<file path="src/rtl/pipe_pkg.sv">
// Shared decode-pipe definitions.
//   imm_fmt_e   : immediate format selector carried on in_fmt.
//   buf_state_e : occupancy of the OUT/SKID pair, encoded as {out_valid, skid_valid}.
//   IMM_FIELD_W : width of the raw immediate field before widening.
package pipe_pkg;

  localparam int IMM_FIELD_W = 12;

  typedef enum logic [1:0] {
    IMM_FMT_I = 2'd0,
    IMM_FMT_S = 2'd1,
    IMM_FMT_Z = 2'd2,
    IMM_FMT_U = 2'd3
  } imm_fmt_e;

  typedef enum logic [1:0] {
    ST_EMPTY   = 2'b00,
    ST_ILLEGAL = 2'b01,
    ST_ONE     = 2'b10,
    ST_FULL    = 2'b11
  } buf_state_e;

endpackage

</file>
<file path="src/rtl/imm_issue_ctrl_if.sv">
// Handshake bundle between fetch/decode, the immediate issue controller and execute.
//   in_*  : instruction side (valid/ready, raw word, format, tag).
//   out_* : execute side (valid/ready, expanded immediate, tag).
// Modports: master = environment (drives instructions, consumes results),
//           slave  = controller.
interface imm_issue_ctrl_if #(
  parameter int TAG_W = 32
);
  logic             in_valid;
  logic             in_ready;
  logic [31:0]      in_inst;
  logic [1:0]       in_fmt;
  logic [TAG_W-1:0] in_tag;
  logic             out_valid;
  logic             out_ready;
  logic [31:0]      out_imm;
  logic [TAG_W-1:0] out_tag;

  modport master (
    output in_valid, in_inst, in_fmt, in_tag, out_ready,
    input  in_ready, out_valid, out_imm, out_tag
  );

  modport slave (
    input  in_valid, in_inst, in_fmt, in_tag, out_ready,
    output in_ready, out_valid, out_imm, out_tag
  );
endinterface

</file>
<file path="src/rtl/sign_extend.sv">
// Sign-extension datapath: replicates the MSB of din into the upper bits of dout.
//   din  : IN_W-bit field.
//   dout : OUT_W-bit sign-extended value.
module sign_extend #(
  parameter int IN_W  = 12,
  parameter int OUT_W = 32
) (
  input  logic [IN_W-1:0]  din,
  output logic [OUT_W-1:0] dout
);
  assign dout = {{(OUT_W - IN_W){din[IN_W-1]}}, din};
endmodule

</file>
<file path="src/rtl/imm_issue_ctrl.sv">
// Decode-stage immediate issue controller.
// Expands the immediate of each accepted instruction to 32 bits and issues it,
// with its tag, through a registered two-entry skid buffer (OUT + SKID).
//   clk, rst_n : clock, synchronous active-low reset.
//   bus        : instruction/result handshakes (slave side).
//   flush      : drop every held entry on the next edge.
//   stall_cnt  : saturating count of cycles with out_valid & ~out_ready.
module imm_issue_ctrl
  import pipe_pkg::*;
#(
  parameter int TAG_W = 32,
  parameter int CNT_W = 16
) (
  input  logic             clk,
  input  logic             rst_n,
  imm_issue_ctrl_if.slave  bus,
  input  logic             flush,
  output logic [CNT_W-1:0] stall_cnt
);

  typedef struct packed {
    logic [31:0]      imm;
    logic [TAG_W-1:0] tag;
  } entry_t;

  localparam logic [CNT_W-1:0] CNT_MAX = {CNT_W{1'b1}};

  logic [IMM_FIELD_W-1:0] field;
  logic [31:0]            field_sext;
  entry_t                 new_entry;
  entry_t                 out_q;
  entry_t                 skid_q;
  logic                   out_valid_q;
  logic                   skid_valid_q;
  logic                   in_ready_q;
  logic                   accept;
  logic                   drain;
  buf_state_e             state;

  // The opcode bits never feed the immediate; folded here so they are visibly consumed.
  logic unused_opcode;
  assign unused_opcode = ^bus.in_inst[6:0];

  // S keeps its field split around rd; every other format reads inst[31:20].
  assign field = (imm_fmt_e'(bus.in_fmt) == IMM_FMT_S) ?
                 {bus.in_inst[31:25], bus.in_inst[11:7]} : bus.in_inst[31:20];

  sign_extend #(.IN_W(IMM_FIELD_W), .OUT_W(32)) u_sext (
    .din  (field),
    .dout (field_sext)
  );

  // NOTE: every always_comb output gets a default first so no path leaves it unassigned (no latch).
  always_comb begin
    new_entry.tag = bus.in_tag;
    new_entry.imm = field_sext;
    case (imm_fmt_e'(bus.in_fmt))
      IMM_FMT_Z: new_entry.imm = {20'b0, field};
      IMM_FMT_U: new_entry.imm = {bus.in_inst[31:12], 12'b0};
      default:   new_entry.imm = field_sext;
    endcase
  end

  assign accept = bus.in_valid & in_ready_q;
  assign drain  = out_valid_q & bus.out_ready;
  assign state  = buf_state_e'({out_valid_q, skid_valid_q});

  // NOTE: sequential state uses non-blocking assignments so every register samples pre-edge values.
  always_ff @(posedge clk) begin
    if (!rst_n) begin
      out_valid_q  <= 1'b0;
      skid_valid_q <= 1'b0;
      in_ready_q   <= 1'b1;
      out_q        <= '0;
      stall_cnt    <= '0;
    end else begin
      if (out_valid_q && !bus.out_ready && stall_cnt != CNT_MAX)
        stall_cnt <= stall_cnt + 1'b1;

      // Only the valid flags are cleared on flush; stale data behind a low valid is harmless.
      if (flush) begin
        out_valid_q  <= 1'b0;
        skid_valid_q <= 1'b0;
        in_ready_q   <= 1'b1;
      end else begin
        case (state)
          ST_EMPTY: begin
            if (accept) begin
              out_q       <= new_entry;
              out_valid_q <= 1'b1;
            end
          end
          ST_ONE: begin
            if (accept && drain) begin
              out_q <= new_entry;
            end else if (accept) begin
              // NOTE: SKID data has no reset; skid_valid alone qualifies it.
              skid_q       <= new_entry;
              skid_valid_q <= 1'b1;
              in_ready_q   <= 1'b0;
            end else if (drain) begin
              out_valid_q <= 1'b0;
            end
          end
          ST_FULL: begin
            if (drain) begin
              out_q        <= skid_q;
              skid_valid_q <= 1'b0;
              in_ready_q   <= 1'b1;
            end
          end
          default: begin
            // Unreachable encoding: drop the orphaned skid entry and reopen the input.
            skid_valid_q <= 1'b0;
            in_ready_q   <= 1'b1;
          end
        endcase
      end
    end
  end

  assign bus.in_ready  = in_ready_q;
  assign bus.out_valid = out_valid_q;
  assign bus.out_imm   = out_q.imm;
  assign bus.out_tag   = out_q.tag;

endmodule
</file>
<file path="src/flat_wrapper.sv">
// flat-port wrapper written by rule: the top's interface ports become plain ports
module imm_issue_ctrl_flat import pipe_pkg::*;
#(
  parameter int TAG_W = 32,
  parameter int CNT_W = 16
)
  (clk, rst_n, flush, stall_cnt, bus_in_valid, bus_in_inst, bus_in_fmt, bus_in_tag, bus_out_ready, bus_in_ready, bus_out_valid, bus_out_imm, bus_out_tag);
  imm_issue_ctrl_if #(.TAG_W(TAG_W)) bus_i ();
  input  logic clk;
  input  logic rst_n;
  input  logic flush;
  output logic [CNT_W-1:0] stall_cnt;
  input wire logic [$bits(bus_i.in_valid)-1:0] bus_in_valid;
  input wire logic [$bits(bus_i.in_inst)-1:0] bus_in_inst;
  input wire logic [$bits(bus_i.in_fmt)-1:0] bus_in_fmt;
  input wire logic [$bits(bus_i.in_tag)-1:0] bus_in_tag;
  input wire logic [$bits(bus_i.out_ready)-1:0] bus_out_ready;
  output wire logic [$bits(bus_i.in_ready)-1:0] bus_in_ready;
  output wire logic [$bits(bus_i.out_valid)-1:0] bus_out_valid;
  output wire logic [$bits(bus_i.out_imm)-1:0] bus_out_imm;
  output wire logic [$bits(bus_i.out_tag)-1:0] bus_out_tag;
  assign bus_i.in_valid = bus_in_valid;
  assign bus_i.in_inst = bus_in_inst;
  assign bus_i.in_fmt = bus_in_fmt;
  assign bus_i.in_tag = bus_in_tag;
  assign bus_i.out_ready = bus_out_ready;
  assign bus_in_ready = bus_i.in_ready;
  assign bus_out_valid = bus_i.out_valid;
  assign bus_out_imm = bus_i.out_imm;
  assign bus_out_tag = bus_i.out_tag;
  imm_issue_ctrl #(.TAG_W(TAG_W), .CNT_W(CNT_W)) u_core (.clk(clk), .rst_n(rst_n), .bus(bus_i), .flush(flush), .stall_cnt(stall_cnt));
endmodule
</file>
<file path="config.mk">
export PLATFORM = sky130hd
export DESIGN_NAME = imm_issue_ctrl_flat
export DESIGN_NICKNAME = d
export VERILOG_FILES = /design/src/rtl/pipe_pkg.sv /design/src/rtl/imm_issue_ctrl_if.sv /design/src/rtl/sign_extend.sv /design/src/rtl/imm_issue_ctrl.sv /design/src/flat_wrapper.sv
export SDC_FILE = /design/constraint.sdc
export NUM_CORES = 1
export LEC_CHECK = 0
export CAP_MARGIN = 20
export CORE_ASPECT_RATIO = 1.2
export CORE_MARGIN = 4
export CORE_UTILIZATION = 40
export CTS_BUF_LIST = sky130_fd_sc_hd__clkbuf_4
export DETAILED_ROUTE_END_ITERATION = 10
export PLACE_DENSITY = 0.67
export SLEW_MARGIN = 30
export SYNTH_ARGS = -nofsm -noshare
export SYNTH_HDL_FRONTEND = slang
export SYNTH_SLANG_ARGS = --single-unit
</file>
<file path="constraint.sdc">
create_clock -name clk -period 13.7 [get_ports clk]
set_input_delay 1.37 -clock clk [delete_from_list [all_inputs] [get_ports clk]]
set_output_delay 1.37 -clock clk [all_outputs]
set_load 0.02 [all_outputs]
</file>
==> flow_metrics.env <==
export IMPL_outcome="completed"
export IMPL_wl_mm=15.6
export IMPL_synthArstFlopShare=0
export IMPL_maxCapViolCount=0
export IMPL_end_kind="flop"
export IMPL_syn_inst=598
export IMPL_fmax_mhz=323
export IMPL_path_max_fanout=64
export IMPL_path_clk_slew_ns=0.13
export IMPL_core_um2=14500
export IMPL_dr_pass1_iters=4
export IMPL_grt_usage=0.185
export IMPL_crit_required_ns=13.86
export IMPL_multi_input_area_um2=2210
export IMPL_dieWidth_um=120
export IMPL_htreeDepth=4
export IMPL_grt_pass1_wl_mm=25.6
export IMPL_rows=48
export IMPL_tightest_slew_ns=0.861
export IMPL_io_buffers=145
export IMPL_avgRoutedWirePerCell_um=16.6
export IMPL_fin_skew_ns=0.0214
export IMPL_grt_pass1_vias=4971
export IMPL_peakVddDrop_uv=66.5
export IMPL_fin_tns_setup_ns=0
export IMPL_grt_start_max_net_pins=75
export IMPL_synth_nets=670
export IMPL_syn_area_um2=6010
export IMPL_critPathLaunchType="primary input"
export IMPL_nNetsFinal=795
export IMPL_slew_violations=0
export IMPL_die_h_um=142
export IMPL_synth_edf_count=64
export IMPL_placed_cells=904
export IMPL_seq_area_frac_synth=0.596
export IMPL_seq_area_um2=3580
export IMPL_synth_area_leader_cell="edfxtp_1"
export IMPL_boundaryPins=153
export IMPL_cts_made_buffers=17
export IMPL_avgSynthCellArea_um2=10.0
export IMPL_p_leak_uw=0.00268
export IMPL_antenna_found_initial=1
export IMPL_finalNonFillerCells=937
export IMPL_path_class="in -> reg"
export IMPL_drive_above_1_share=0.0625
export IMPL_die_area_um2=17100
export IMPL_yosysUniqueCellTypes=47
export IMPL_rsz0062_at_grt="no"
export IMPL_cts_path_max_buffers=2
export IMPL_synth_area_leaders="edfxtp_1 (32%), dfxtp_1 (28%), nand2_1 (8.9%)"
export IMPL_cts_setup_buffers=0
export IMPL_hold_depth=2
export IMPL_synth_seq_cells=147
export IMPL_start_util=0.413
export IMPL_cts_tree="built"
export IMPL_synth_ff_type="dfxtp_1"
export IMPL_hold_class="reg -> reg"
export IMPL_num_vias=5028
export IMPL_synth_top_cell_area_share=0.320
export IMPL_place_gp_congestion=0.860
export IMPL_clkLatencyLatePin_ns=0.53
export IMPL_overflow=0
export IMPL_powerDensity_nw_per_um2=109
export IMPL_drc=0
export IMPL_vias_per_cell=5.37
export IMPL_setup_viol=0
export IMPL_hold_viol_final=0
export IMPL_r2r_worst_path_cells=3
export IMPL_syn_to_final_growth_pct=30.9
export IMPL_finalCritPeriodShare=0.226
export IMPL_drtIter0Drc=336
export IMPL_n_fill_cell=1374
export IMPL_ctsResizeCount=0
export IMPL_root_buffer="clkbuf_4"
export IMPL_clock_sinks=147
export IMPL_hold_buffers=0
export IMPL_antenna_left=0
export IMPL_period_minus_slack_ns=3.09
export IMPL_cp_arrival_ns=3.25
export IMPL_ys_warn_count=0
export IMPL_hpwl_mm=10.2
export IMPL_max_slew_margin=0.426
## layout by cell type, fill, tap and decap left out, types with 3 or more instances in the layout
| cell type | n |
|---|---|
| nor2_1 | 55 |
| o211ai_1 | 10 |
| nand2b_1 | 9 |
| o31ai_1 | 7 |
| a21oi_1 | 36 |
| clkdlybuf4s50_1 | 145 |
| inv_1 | 8 |
| nand2_1 | 141 |
| buf_4 | 6 |
| nand4_1 | 4 |
| nand3_1 | 7 |
| or4_1 | 7 |
| clkinv_2 | 3 |
| o21ai_0 | 15 |
| clkbuf_4 | 20 |
| clkinv_1 | 3 |
| a311oi_1 | 40 |
| and3_1 | 3 |
| dfxtp_1 | 83 |
| or3_1 | 4 |
| a311o_1 | 14 |
| edfxtp_1 | 64 |
| and2_1 | 7 |
| bufinv_16 | 3 |
| a221o_1 | 5 |
## metrics by stage
step / area [µm²] / setup slack (ns) / hold slack (ns) / utilization / total power (µW)
final: 7870 / 10.61 / 0.461 / 0.541 / 857
after detailed placement: 7570 / 10.07 / 0.444 / 0.521 / 591
after global routing: 7870 / 10.50 / 0.482 / 0.541 / 898
after floorplan: 6010 / 6.99 / 0.515 / - / 537
after CTS: 7860 / 10.55 / 0.463 / 0.541 / 868
after global placement: 7570 / 10.10 / 0.443 / 0.521 / 588
## worst paths after layout
| check | start | end | slack (ns) |
|---|---|---|---|
| hold reg to reg | u_core.bus.out_imm[0] | u_core.bus.out_imm[0] | 0.46 |
| setup reg to reg | u_core.bus.out_valid | u_core.skid_q[35] | 11.45 |
| setup / recovery | bus_out_ready | u_core.skid_q[35] | 10.61 |
| hold / removal | u_core.bus.out_imm[0] | u_core.bus.out_imm[0] | 0.46 |
## metal layers
layer | vias to the layer above | track usage | wire [µm]
li1 | 2433 | - | -
met5 | - | 0 | 0
met4 | 0 | 0.0748 | 346
met1 | 2416 | 0.219 | 6450
met2 | 154 | 0.316 | 7770
met3 | 25 | 0.0573 | 978
## sequential cells by signal (all words and copies together) (netlist names)
signal and cells:
u_core.bus.out_valid 1, u_core.skid_valid_q 1, u_core.bus.out_tag 32, u_core.stall_cnt 16, u_core.bus.in_ready 1, u_core.bus.out_imm 32, u_core.skid_q 64
## cells in the mapped netlist, types with 2 or more instances
cell / instances
o31ai_1: 7
nand3_1: 7
buf_2: 9
a21oi_1: 36
clkbuf_1: 32
o21ai_0: 15
mux2i_1: 2
or4_1: 7
and2_1: 8
a21oi_2: 2
inv_1: 8
nand2_1: 142
nor4_1: 3
nand4_1: 4
nand2b_1: 10
a311oi_1: 40
dfxtp_1: 83
nor3_1: 3
buf_6: 3
or3_1: 4
nor2_1: 55
o211ai_1: 10
a311o_1: 14
a221o_1: 5
and3_1: 3
edfxtp_1: 64
nand3b_1: 2
## logic make-up (layout without fill, tap and decap cells)
group                      after synthesis  count (layout)  synth area share
muxes                                    2               2           0.00333
AOI/OAI and AO/OA                      135             135             0.165
other                                    0               1                 0
buffers and inverters                   54             192            0.0393
xor gates and xnor gates                 1               1           0.00146
and+or+nand+nor                        258             258             0.193
DFF                                    147             147             0.596
adders and majority gates                1               1           0.00208
## where the power goes
part | switching (µW) | internal (µW)
Clock | 147 | 130
Combinational | 53.8 | 49.9
Sequential | 7.05 | 469
## critical path: stages
cell,delay (ns)
clkdlybuf4s50_1,0.47
nand2b_1,0.45
nor3_2,0.21
buf_4,0.69
## cell type report
class,count,area share
inverter,9,0.00430
clock buffer,20,0.0191
tap,200,0.0318
antenna,1,0.000318
timing repair buffer,151,0.190
sequential,147,0.456
clock inverter,12,0.0178
multi-input combinational,397,0.281
(Power assumes the default switching activity.)
